==> config.mk <==
export PLATFORM = sky130hd
export DESIGN_NAME = coin_acceptor
export DESIGN_NICKNAME = d
export VERILOG_FILES = /design/src/rtl/coin_pkg.sv /design/src/rtl/coin_channel.sv /design/src/rtl/coin_acceptor.sv
export SDC_FILE = /design/constraint.sdc
export NUM_CORES = 1
export LEC_CHECK = 0
export CAP_MARGIN = 25
export CORE_MARGIN = 4
export CORE_UTILIZATION = 60
export DETAILED_ROUTE_END_ITERATION = 12
export MAX_ROUTING_LAYER = met4
export PLACE_DENSITY_LB_ADDON = 0.3
export SLEW_MARGIN = 20
export SYNTH_ARGS = -nofsm -noshare
export SYNTH_HDL_FRONTEND = slang
export SYNTH_SLANG_ARGS = --single-unit
==> constraint.sdc <==
create_clock -name clock -period 2.6 [get_ports clock]
set_input_delay 0.39 -clock clock [delete_from_list [all_inputs] [get_ports clock]]
set_output_delay 0.39 -clock clock [all_outputs]
set_load 0.005 [all_outputs]
==> src/rtl/coin_pkg.sv <==
// Shared types and constants for the coin acceptor front-end: channel and
// arbiter state encodings plus the {i,j} coin codes seen by the credit FSM.
package coin_pkg;

  typedef enum logic [2:0] {
    CH_WAIT_LOW = 3'd0,
    CH_IDLE     = 3'd1,
    CH_QUALIFY  = 3'd2,
    CH_HELD     = 3'd3,
    CH_JAM      = 3'd4
  } chan_state_t;

  typedef enum logic {
    ARB_READY = 1'b0,
    ARB_GAP   = 1'b1
  } arb_state_t;

  localparam logic [1:0] COIN_NONE = 2'b00;
  localparam logic [1:0] COIN_ONE  = 2'b10;
  localparam logic [1:0] COIN_TWO  = 2'b11;

  // Bits needed to hold 0..max_val, never less than one.
  function automatic int cnt_width(input int max_val);
    return (max_val < 2) ? 1 : $clog2(max_val + 1);
  endfunction

endpackage

==> src/rtl/coin_channel.sv <==
// One slot sensor: 2-flop synchroniser, then a debounce / jam-detect FSM that
// raises coin_event for one cycle when a coin is qualified.
module coin_channel
  import coin_pkg::*;
#(
  parameter int DEBOUNCE_CYCLES = 4,
  parameter int JAM_CYCLES      = 1000
) (
  input  logic clock,
  input  logic reset,
  input  logic sense,
  output logic coin_event,
  output logic jammed
);

  localparam int CNT_MAX = (JAM_CYCLES > DEBOUNCE_CYCLES) ? JAM_CYCLES : DEBOUNCE_CYCLES;
  localparam int CNT_W   = cnt_width(CNT_MAX);
  localparam logic [CNT_W-1:0] DEB_LIM = CNT_W'(DEBOUNCE_CYCLES);
  localparam logic [CNT_W-1:0] JAM_LIM = CNT_W'(JAM_CYCLES);

  logic             sync_p0, sync_p1;
  logic             vld_p0, vld_p1;
  logic             s;
  chan_state_t      state, state_nxt;
  logic [CNT_W-1:0] cnt, cnt_nxt;

  // Stage p0/p1: synchroniser; vld marks when the synced value reflects the
  // sensor rather than the reset contents, so WAIT_LOW cannot be fooled by a
  // coin sitting in the slot across reset.
  always_ff @(posedge clock or posedge reset) begin
    if (reset) begin
      sync_p0 <= 1'b0;
      sync_p1 <= 1'b0;
      vld_p0  <= 1'b0;
      vld_p1  <= 1'b0;
    end else begin
      sync_p0 <= sense;
      sync_p1 <= sync_p0;
      vld_p0  <= 1'b1;
      vld_p1  <= vld_p0;
    end
  end

  assign s = sync_p1;

  always_ff @(posedge clock or posedge reset) begin
    if (reset) begin
      state <= CH_WAIT_LOW;
      cnt   <= '0;
    end else begin
      state <= state_nxt;
      cnt   <= cnt_nxt;
    end
  end

  always_comb begin
    state_nxt  = state;
    cnt_nxt    = cnt;
    coin_event = 1'b0;
    case (state)
      CH_WAIT_LOW: begin
        if (vld_p1 && !s) state_nxt = CH_IDLE;
      end
      CH_IDLE: begin
        if (s) begin
          state_nxt = CH_QUALIFY;
          cnt_nxt   = CNT_W'(1);
        end
      end
      CH_QUALIFY: begin
        if (!s) begin
          state_nxt = CH_IDLE;
          cnt_nxt   = '0;
        end else if (cnt == DEB_LIM) begin
          state_nxt  = CH_HELD;
          cnt_nxt    = '0;
          coin_event = 1'b1;
        end else begin
          cnt_nxt = cnt + 1'b1;
        end
      end
      CH_HELD: begin
        if (!s) begin
          state_nxt = CH_IDLE;
          cnt_nxt   = '0;
        end else if (cnt == JAM_LIM) begin
          state_nxt = CH_JAM;
        end else begin
          cnt_nxt = cnt + 1'b1;
        end
      end
      CH_JAM: begin
        if (!s) begin
          state_nxt = CH_IDLE;
          cnt_nxt   = '0;
        end
      end
      default: begin
        state_nxt = CH_WAIT_LOW;
        cnt_nxt   = '0;
      end
    endcase
  end

  assign jammed = (state == CH_JAM);

endmodule

==> src/rtl/coin_acceptor.sv <==
// Coin acceptor front-end: two debounced sensor channels feeding per-channel
// pending counters, a fixed-priority arbiter with idle gap, and reject logic.
module coin_acceptor
  import coin_pkg::*;
#(
  parameter int DEBOUNCE_CYCLES = 4,
  parameter int JAM_CYCLES      = 1000,
  parameter int GAP_CYCLES      = 1
) (
  input  logic clock,
  input  logic reset,
  input  logic sense_one,
  input  logic sense_two,
  input  logic enable,
  output logic i,
  output logic j,
  output logic jam,
  output logic reject
);

  localparam int GAP_W = cnt_width(GAP_CYCLES);
  localparam logic [GAP_W-1:0] GAP_LAST = GAP_W'((GAP_CYCLES > 0) ? GAP_CYCLES - 1 : 0);

  logic             evt_one, evt_two;
  logic             jam_one, jam_two;
  logic [1:0]       pend_one, pend_two;
  logic             strobe_one, strobe_two;
  logic             acc_one, acc_two;
  logic             rej_one, rej_two;
  arb_state_t       arb;
  logic [GAP_W-1:0] gap_cnt;

  // Saturating pending update; a simultaneous event and drain cancel out.
  function automatic logic [1:0] pend_update(input logic [1:0] cur,
                                             input logic inc,
                                             input logic dec);
    logic [1:0] r;
    r = cur;
    if (inc && !dec && cur != 2'd3) r = cur + 2'd1;
    else if (dec && !inc)           r = cur - 2'd1;
    return r;
  endfunction

  coin_channel #(
    .DEBOUNCE_CYCLES(DEBOUNCE_CYCLES),
    .JAM_CYCLES     (JAM_CYCLES)
  ) u_chan_one (
    .clock     (clock),
    .reset     (reset),
    .sense     (sense_one),
    .coin_event(evt_one),
    .jammed    (jam_one)
  );

  coin_channel #(
    .DEBOUNCE_CYCLES(DEBOUNCE_CYCLES),
    .JAM_CYCLES     (JAM_CYCLES)
  ) u_chan_two (
    .clock     (clock),
    .reset     (reset),
    .sense     (sense_two),
    .coin_event(evt_two),
    .jammed    (jam_two)
  );

  assign jam = jam_one | jam_two;

  // 1-rupee wins whenever both channels have coins waiting.
  assign strobe_one = (arb == ARB_READY) && (pend_one != 2'd0);
  assign strobe_two = (arb == ARB_READY) && (pend_one == 2'd0) && (pend_two != 2'd0);

  // A full counter still takes the event if it drains on the same edge.
  assign acc_one = evt_one && enable && ((pend_one != 2'd3) || strobe_one);
  assign acc_two = evt_two && enable && ((pend_two != 2'd3) || strobe_two);
  assign rej_one = evt_one && !acc_one;
  assign rej_two = evt_two && !acc_two;

  always_ff @(posedge clock or posedge reset) begin
    if (reset) begin
      pend_one <= 2'd0;
      pend_two <= 2'd0;
      reject   <= 1'b0;
    end else begin
      pend_one <= pend_update(pend_one, acc_one, strobe_one);
      pend_two <= pend_update(pend_two, acc_two, strobe_two);
      reject   <= rej_one | rej_two;
    end
  end

  always_ff @(posedge clock or posedge reset) begin
    if (reset) begin
      arb     <= ARB_READY;
      gap_cnt <= '0;
      {i, j}  <= COIN_NONE;
    end else begin
      case (arb)
        ARB_READY: begin
          if (strobe_one || strobe_two) begin
            {i, j} <= strobe_one ? COIN_ONE : COIN_TWO;
            if (GAP_CYCLES > 0) begin
              arb     <= ARB_GAP;
              gap_cnt <= '0;
            end
          end else begin
            {i, j} <= COIN_NONE;
          end
        end
        ARB_GAP: begin
          {i, j} <= COIN_NONE;
          if (gap_cnt == GAP_LAST) arb <= ARB_READY;
          else                     gap_cnt <= gap_cnt + 1'b1;
        end
        default: begin
          arb    <= ARB_READY;
          {i, j} <= COIN_NONE;
        end
      endcase
    end
  end

endmodule

==> metrics.md, run 1 <==
| Metric | Value |
|---|---|
| Main synth FF type | dfrtp_1 |
| Vias in the first global route | 1709 |
| Sequential Area | 976 sq um |
| Number of antenna violations at the first check in global routing | 0 |
| Final core utilization | 67.9% |
| Filler cells | 302 |
| Post-DR wirelength/cell | 14.8 um |
| Number of detailed-routing iterations run before antenna repair | 4 |
| Count of buffers from port buffering | 8 |
| Clock-pin slew on the worst setup and hold paths | 0.08 ns |
| Largest net degree at the start of global routing | 40 |
| Comb power frac | 22.7% |
| Die footprint | 4820 sq um |
| Core region area | 3660 sq um |
| Synth-to-layout area growth | 9.90% |
| Unique cell type count in the Yosys netlist | 58 |
| Status | finished, final reports clean |
| Yosys top cell area share | 43.1% |
| Net Count, Synth | 258 |
| PostCTS Resize Cnt | 0 |
| Gate count after technology mapping | 249 |
| Number of max-cap violations | 0 |
| Residual antenna-violating net count after detailed routing | 0 |
| Maximum clock frequency | 0.466 GHz |
| Arrival time reported for the critical path endpoint | 2.33 ns |
| Later-pin clock latency in the skew report | 0.29 ns |
| Required time at the worst-slack endpoint | 2.79 ns |
| Synthesized flop and latch total | 39 |
| Critical path endpoint category | register |
| Pin slew with the least headroom to its limit | 0.683 ns |
| Int Power | 0.00106 W |
| Setup fix buffers added after clock tree synthesis | 0 |
| DRC violations left | 0 |
| Clk network pwr share | 29.5% |
| Maximum net fanout on the critical path | 5 |
| Reported leakage power | 1.16 nW |
| Post-synth EDFFs | 0 |
| GRT Overall Usage | 20.5% |
| Net switching share of the total power | 31.8% |
| Post-route clock skew | 0.00885 ns |
| Clock tree from TritonCTS | yes |
| Final hold violation count | 0 |
| Total routed wirelength | 4.58 mm |
| Number of diodes | 0 |
| Sequential Power Share | 47.9% |
| Floorplan die width | 69.4 um |
| Number of warnings printed during yosys synthesis | 0 |
| Setup TNS | 0 ns |
| Overflow after GRT | 0 |
| DR vias/cell | 6.11 |
| Net switching component of the power | 0.000492 W |
| Initial cell density of the core | 61.8% |
| # hold bufs at CTS | 0 |
| Final worst slack | 0.453 ns |
| # nets final | 270 |
| Sequential share of the synthesized area | 43.1% |
| Row cnt | 22 |
| First-pass GRT wire length | 7.92 mm |
| Final max-slew violation count | 0 |
| Classification of the worst setup path | register to register |
| # H-tree levels | 2 |
| Share of layout cells above drive strength 1 | 9.92% |
| Yosys top cell by area | dfrtp_1 |
| Cell chosen for the clock root | clkbuf_8 |
| Cts bufs inserted | 5 |
| Final Critical Period | 2.15 ns |
| Area of the mapped netlist | 2260 sq um |
| Worst slack, placed | 0.314 ns |
| Normalized max-slew margin | 54.3% |
| IR drop worst, VDD | 0.000336 V |
| Top cells by area, synth | dfrtp_1 (43%), nor2_1 (3.8%), a22o_1 (3.5%), nand3_1 (3.3%), nand2_1 (3.2%) |
| RD Place Congestion | 0.836 |
| Total vias in the final route | 1893 |
| Worst setup SP type | register |
| Async SR Flop Fraction | 100% |
| First-iteration detailed-routing DRC count | 155 |
| Power density over cell area | 622 nW/um^2 |
| Die height | 69.4 um |
| Part of the cycle the worst path needs | 82.6% |
| Post-synthesis average cell area | 9.09 sq um |
| Multi-input logic area | 1200 sq um |
| Min-delay worst type | register to register |
| Largest buffer count on any clock path | 2 |
| Final setup vio count | 0 |
| Clock sinks | 39 |
| RSZ-0062 raised after global routing | no |
| DP HPWL | 3.28 mm |
| I/O pin count | 9 |
[cell families (layout without fill, tap and decap cells)]
kind of cell,count (synthesis),in the layout,share of synthesized area (%)
and+or+nand+nor,123,123,31.2
muxes,2,2,0.885
AOI/OAI and AO/OA,61,61,18.6
buffers and inverters,19,32,3.76
adders and majority gates,4,4,2.21
other,1,1,0.166
DFF,39,39,43.1
[synth_stat cells (all sizes together) (2+ instances only)]
| master | count |
|---|---|
| or4b | 3 |
| a31oi | 3 |
| nand2 | 19 |
| or3 | 5 |
| and3 | 9 |
| ha | 4 |
| or4 | 3 |
| o22ai | 2 |
| o211a | 3 |
| nor4b | 2 |
| o31ai | 2 |
| nand4 | 7 |
| dfrtp | 39 |
| o21bai | 3 |
| nor4 | 6 |
| and3b | 3 |
| a21o | 5 |
| nor3 | 9 |
| nor2 | 24 |
| a22o | 9 |
| or2 | 2 |
| clkbuf | 2 |
| buf | 4 |
| nor3b | 2 |
| a21oi | 11 |
| inv | 13 |
| nand2b | 2 |
| nand3 | 16 |
| nor2b | 6 |
| mux2i | 2 |
| o21ai | 13 |
[power by group through the flow]
stage | clock, W | sequential [W] | combinational [W]
floorplan | 0 | 0.000701 | 0.000326
CTS | 0.000464 | 0.000739 | 0.000352
finish | 0.000456 | 0.000740 | 0.000351
global route | 0.000489 | 0.000753 | 0.000404
detailed placement | 0 | 0.000751 | 0.000351
global placement | 0 | 0.000749 | 0.000338
[critical path, stage by stage (launching register included)]
cell and delay (ns):
dfrtp_1 0.42, inv_1 0.08, ha_1 0.15, or2b_2 0.34, or4_4 0.57, nand2_1 0.19
nor3_1 0.07, a211o_1 0.23
[through the flow]
| stage | instances | hold slack, ns | area (sq um) | total power (W) |
|---|---|---|---|---|
| floorplan | 249 | 0.331 | 2260 | 0.00103 |
| finish | 310 | 0.354 | 2490 | 0.00155 |
| CTS | 310 | 0.357 | 2490 | 0.00156 |
| detailed placement | 302 | 0.338 | 2390 | 0.00110 |
| global placement | 301 | 0.334 | 2380 | 0.00109 |
| global route | 310 | 0.371 | 2490 | 0.00165 |
[per-layer routing]
metal  wire, um  track usage [%]  up-vias
met4         49             6.51        0
met1       2200             27.7      915
met5          0                -        -
met3        118             4.20        6
met2       2210             31.3       23
li1           -                -      949
[cell type report]
| class | instances | area share, % |
|---|---|---|
| clock buffer | 8 | 4.03 |
| sequential | 39 | 39.3 |
| timing repair buffer | 11 | 4.03 |
| tap | 48 | 2.42 |
| inverter | 13 | 1.96 |
| multi-input combinational | 191 | 48.3 |
[cells in the final DEF, fill, tap and decap left out, types with 2 or more instances in the layout]
cell type,count
a21o_1,5
a21oi_1,11
a22o_1,9
a31oi_1,3
and3_1,7
and3_2,2
and3b_1,2
buf_4,2
clkbuf_8,7
clkdlybuf4s50_1,8
dfrtp_1,39
ha_1,4
inv_1,13
mux2i_1,2
nand2_1,19
nand2b_1,2
nand3_1,15
nand4_1,7
nor2_1,23
nor2b_1,6
nor3_1,9
nor3b_1,2
nor4_1,5
o211a_1,3
o21ai_0,13
o21bai_1,3
o22ai_1,2
o31ai_1,2
or2_2,2
or3_1,4
or4_1,2
or4b_2,2
[worst paths after layout]
kind | startpoint | end | slack (ns) | depth (start not counted)
worst max register to register | u_chan_one.cnt[0] | u_chan_one.cnt[3] | 0.45 | 7
worst min-delay path | u_chan_one.sync_p0 | u_chan_one.s | 0.35 | 0
worst min register to register | u_chan_one.sync_p0 | u_chan_one.s | 0.35 | 0
worst max-delay path | u_chan_one.cnt[0] | u_chan_one.cnt[3] | 0.45 | 7
min in group asynchronous | reset | u_chan_two.cnt[9] | 0.51 | 3
max in group asynchronous | reset | u_chan_one.cnt[0] | 1.74 | 3
[state kept, by name, summed over array words and instances, names as in the netlist, 2 cells and up]
register,flops
u_chan_one.state,3
u_chan_one.cnt,10
pend_two,2
u_chan_two.state,3
u_chan_two.cnt,10
pend_one,2
No activity file was read; power rests on OpenSTA's default activity.
==> run 2, diff against run 1 <==
--- a/config.mk
+++ b/config.mk
@@ -7,7 +7,7 @@
 export LEC_CHECK = 0
 export CAP_MARGIN = 25
 export CORE_MARGIN = 4
-export CORE_UTILIZATION = 60
+export CORE_UTILIZATION = 54
 export DETAILED_ROUTE_END_ITERATION = 12
 export MAX_ROUTING_LAYER = met4
 export PLACE_DENSITY_LB_ADDON = 0.3
==> constraint.sdc (replaced) <==
create_clock -name clock -period 1.8 [get_ports clock]
set_input_delay 0.27 -clock clock [delete_from_list [all_inputs] [get_ports clock]]
set_output_delay 0.27 -clock clock [all_outputs]
set_load 0.005 [all_outputs]
==> metrics.md, run 2 (synthesis results as in run 1) <==
| Metric | Value |
|---|---|
| Overflow after GRT | 0 |
| Total routed wirelength | 6.22 mm |
| Regs by FF count | u_chan_one.cnt: 10 flops, u_chan_two.cnt: 10 flops |
| Depth of the most critical reg-to-reg path | 7 |
| Worst hold path startpoint | u_chan_one.sync_p0 |
| Number of diodes | 0 |
| Maximum net fanout on the critical path | 6 |
| Leading cell types in the layout, fill and taps excluded | buf_4 (64), dfrtp_1 (38), nor2_1 (20) |
| Worst slack, placed | -0.252 ns |
| Synth-to-layout area growth | 37.4% |
| Post-DR wirelength/cell | 16.6 um |
| Die height | 72.7 um |
| Core region area | 4030 sq um |
| Area of all placed cells without fillers | 3110 sq um |
| Clock tree from TritonCTS | yes |
| Number of cells in the finished layout apart from fillers | 375 |
| DR vias/cell | 6.12 |
| Total vias in the final route | 2295 |
| Final hold violation count | 0 |
| Clock-pin slew on the worst setup and hold paths | 0.08 ns |
| Reg-to-reg slack, setup | -0.22 ns |
| DP HPWL | 4.24 mm |
| Largest net degree at the start of global routing | 40 |
| Cell chosen for the clock root | clkbuf_8 |
| Final max-slew violation count | 0 |
| Share of layout cells above drive strength 1 | 33.8% |
| Number of antenna violations at the first check in global routing | 0 |
| Int Power | 0.00173 W |
| Net switching share of the total power | 33.2% |
| Maximum clock frequency | 0.495 GHz |
| Worst Hold End | u_chan_one.s |
| First-iteration detailed-routing DRC count | 221 |
| RSZ-0062 raised after global routing | yes |
| Final Critical Period | 2.02 ns |
| Clk network pwr share | 22.3% |
| Most common library cell in the layout ignoring fill and taps | buf_4 |
| # nets final | 333 |
| Status | finished, violations left |
| DRC violations left | 0 |
| Final worst slack | -0.222 ns |
| Cts bufs inserted | 5 |
| Count of buffers from port buffering | 8 |
| Endpoint of the most critical register-to-register path | u_chan_one.cnt[3] |
| Largest buffer count on any clock path | 2 |
| Arrival time reported for the critical path endpoint | 2.21 ns |
| Net switching component of the power | 0.000864 W |
| Comb power frac | 38.7% |
| Number of detailed-routing iterations run before antenna repair | 4 |
| Final setup vio count | 11 |
| Power density over cell area | 835 nW/um^2 |
| Row cnt | 23 |
| First-pass GRT wire length | 10.4 mm |
| Cells after DPL | 354 |
| RD Place Congestion | 0.879 |
| Required time at the worst-slack endpoint | 1.99 ns |
| Post-route clock skew | 0.0140 ns |
| Floorplan die width | 72.7 um |
| Normalized max-slew margin | 65.0% |
| Pin slew with the least headroom to its limit | 0.521 ns |
| Sequential Power Share | 39.1% |
| # H-tree levels | 2 |
| Min-delay worst type | register to register |
| Residual antenna-violating net count after detailed routing | 0 |
| Origin of the worst setup path | u_chan_one.cnt[1] |
| Clock sinks | 39 |
| Setup TNS | -1.77 ns |
| Later-pin clock latency in the skew report | 0.29 ns |
| Number of max-cap violations | 0 |
| Violated checks | setup timing |
| I/O pin count | 9 |
| Vias in the first global route | 2321 |
| Worst setup SP type | register |
| Startpoint of the lowest-slack register-to-register path | u_chan_one.cnt[1] |
| Die footprint | 5290 sq um |
| Initial cell density of the core | 56.1% |
| Min-Delay Path Depth | 0 |
| Dpl cell area | 2800 sq um |
| GRT Overall Usage | 26.3% |
| Critical path endpoint category | register |
| Part of the cycle the worst path needs | 112% |
| IR drop worst, VDD | 0.000463 V |
| Reported leakage power | 1.49 nW |
| Classification of the worst setup path | register to register |
-- run 2: layout make-up --
| class | instances | area [sq um] |
|---|---|---|
| Multi-Input combinational cell | 191 | 1360 |
| Sequential cell | 39 | 977 |
| Fill cell | 256 | 920 |
| Inverter | 13 | 48.8 |
| Tap cell | 50 | 62.6 |
| Clock buffer | 7 | 76.3 |
| Timing Repair Buffer | 74 | 582 |
| Clock inverter | 1 | 5.00 |
-- run 2: stage by stage --
stage               power [W]  hold WS [ns]  utilization, %
finish                0.00260         0.355            77.2
global route          0.00275         0.366            77.2
CTS                   0.00250         0.359            74.6
detailed placement    0.00182         0.343            69.4
global placement      0.00178         0.337            69.4
floorplan             0.00150         0.301               -
-- run 2: per-layer routing --
layer / track usage [%] / up-vias / part of all wire [%]
met5: - / - / 0
met4: 12.3 / 0 / 2.8
met1: 30.3 / 1136 / 42
met2: 44.8 / 63 / 51
li1: - / 1079 / -
met3: 3.99 / 17 / 3.7
-- run 2: power groups by stage --
stage          clock (W)  sequential [W]  combinational, W
2_1_floorplan          0         0.00101          0.000489
3_3_place_gp           0         0.00103          0.000755
3_5_place_dp           0         0.00103          0.000794
4_1_cts         0.000585         0.00101          0.000904
5_1_grt         0.000626         0.00102           0.00110
6_report        0.000579         0.00101           0.00100
-- run 2: timing repair --
item                                    4_1_cts  5_1_grt
pin swaps                                     7       10
setup buffers                                 9        4
hold buffers                                  0        0
gates resized for setup                      14       16
endpoints found under the setup margin       25       25
-- run 2: worst max-delay path by stage --
stage	slack, ns	depth (start not counted)	endpoint
floorplan	-0.18	7	pend_two[0]
global placement	-0.24	6	pend_two[0]
detailed placement	-0.25	6	pend_two[0]
CTS	-0.21	7	u_chan_one.cnt[3]
global route	-0.28	7	u_chan_one.cnt[3]
finish	-0.22	7	u_chan_one.cnt[3]
-- run 2: critical path, stage by stage, from the launching register on --
cell     delay, ns
dfrtp_1       0.38
inv_1         0.06
ha_2          0.17
or2b_4        0.28
or4_4         0.58
nand3_4       0.14
nor2_2        0.04
a211o_1       0.26
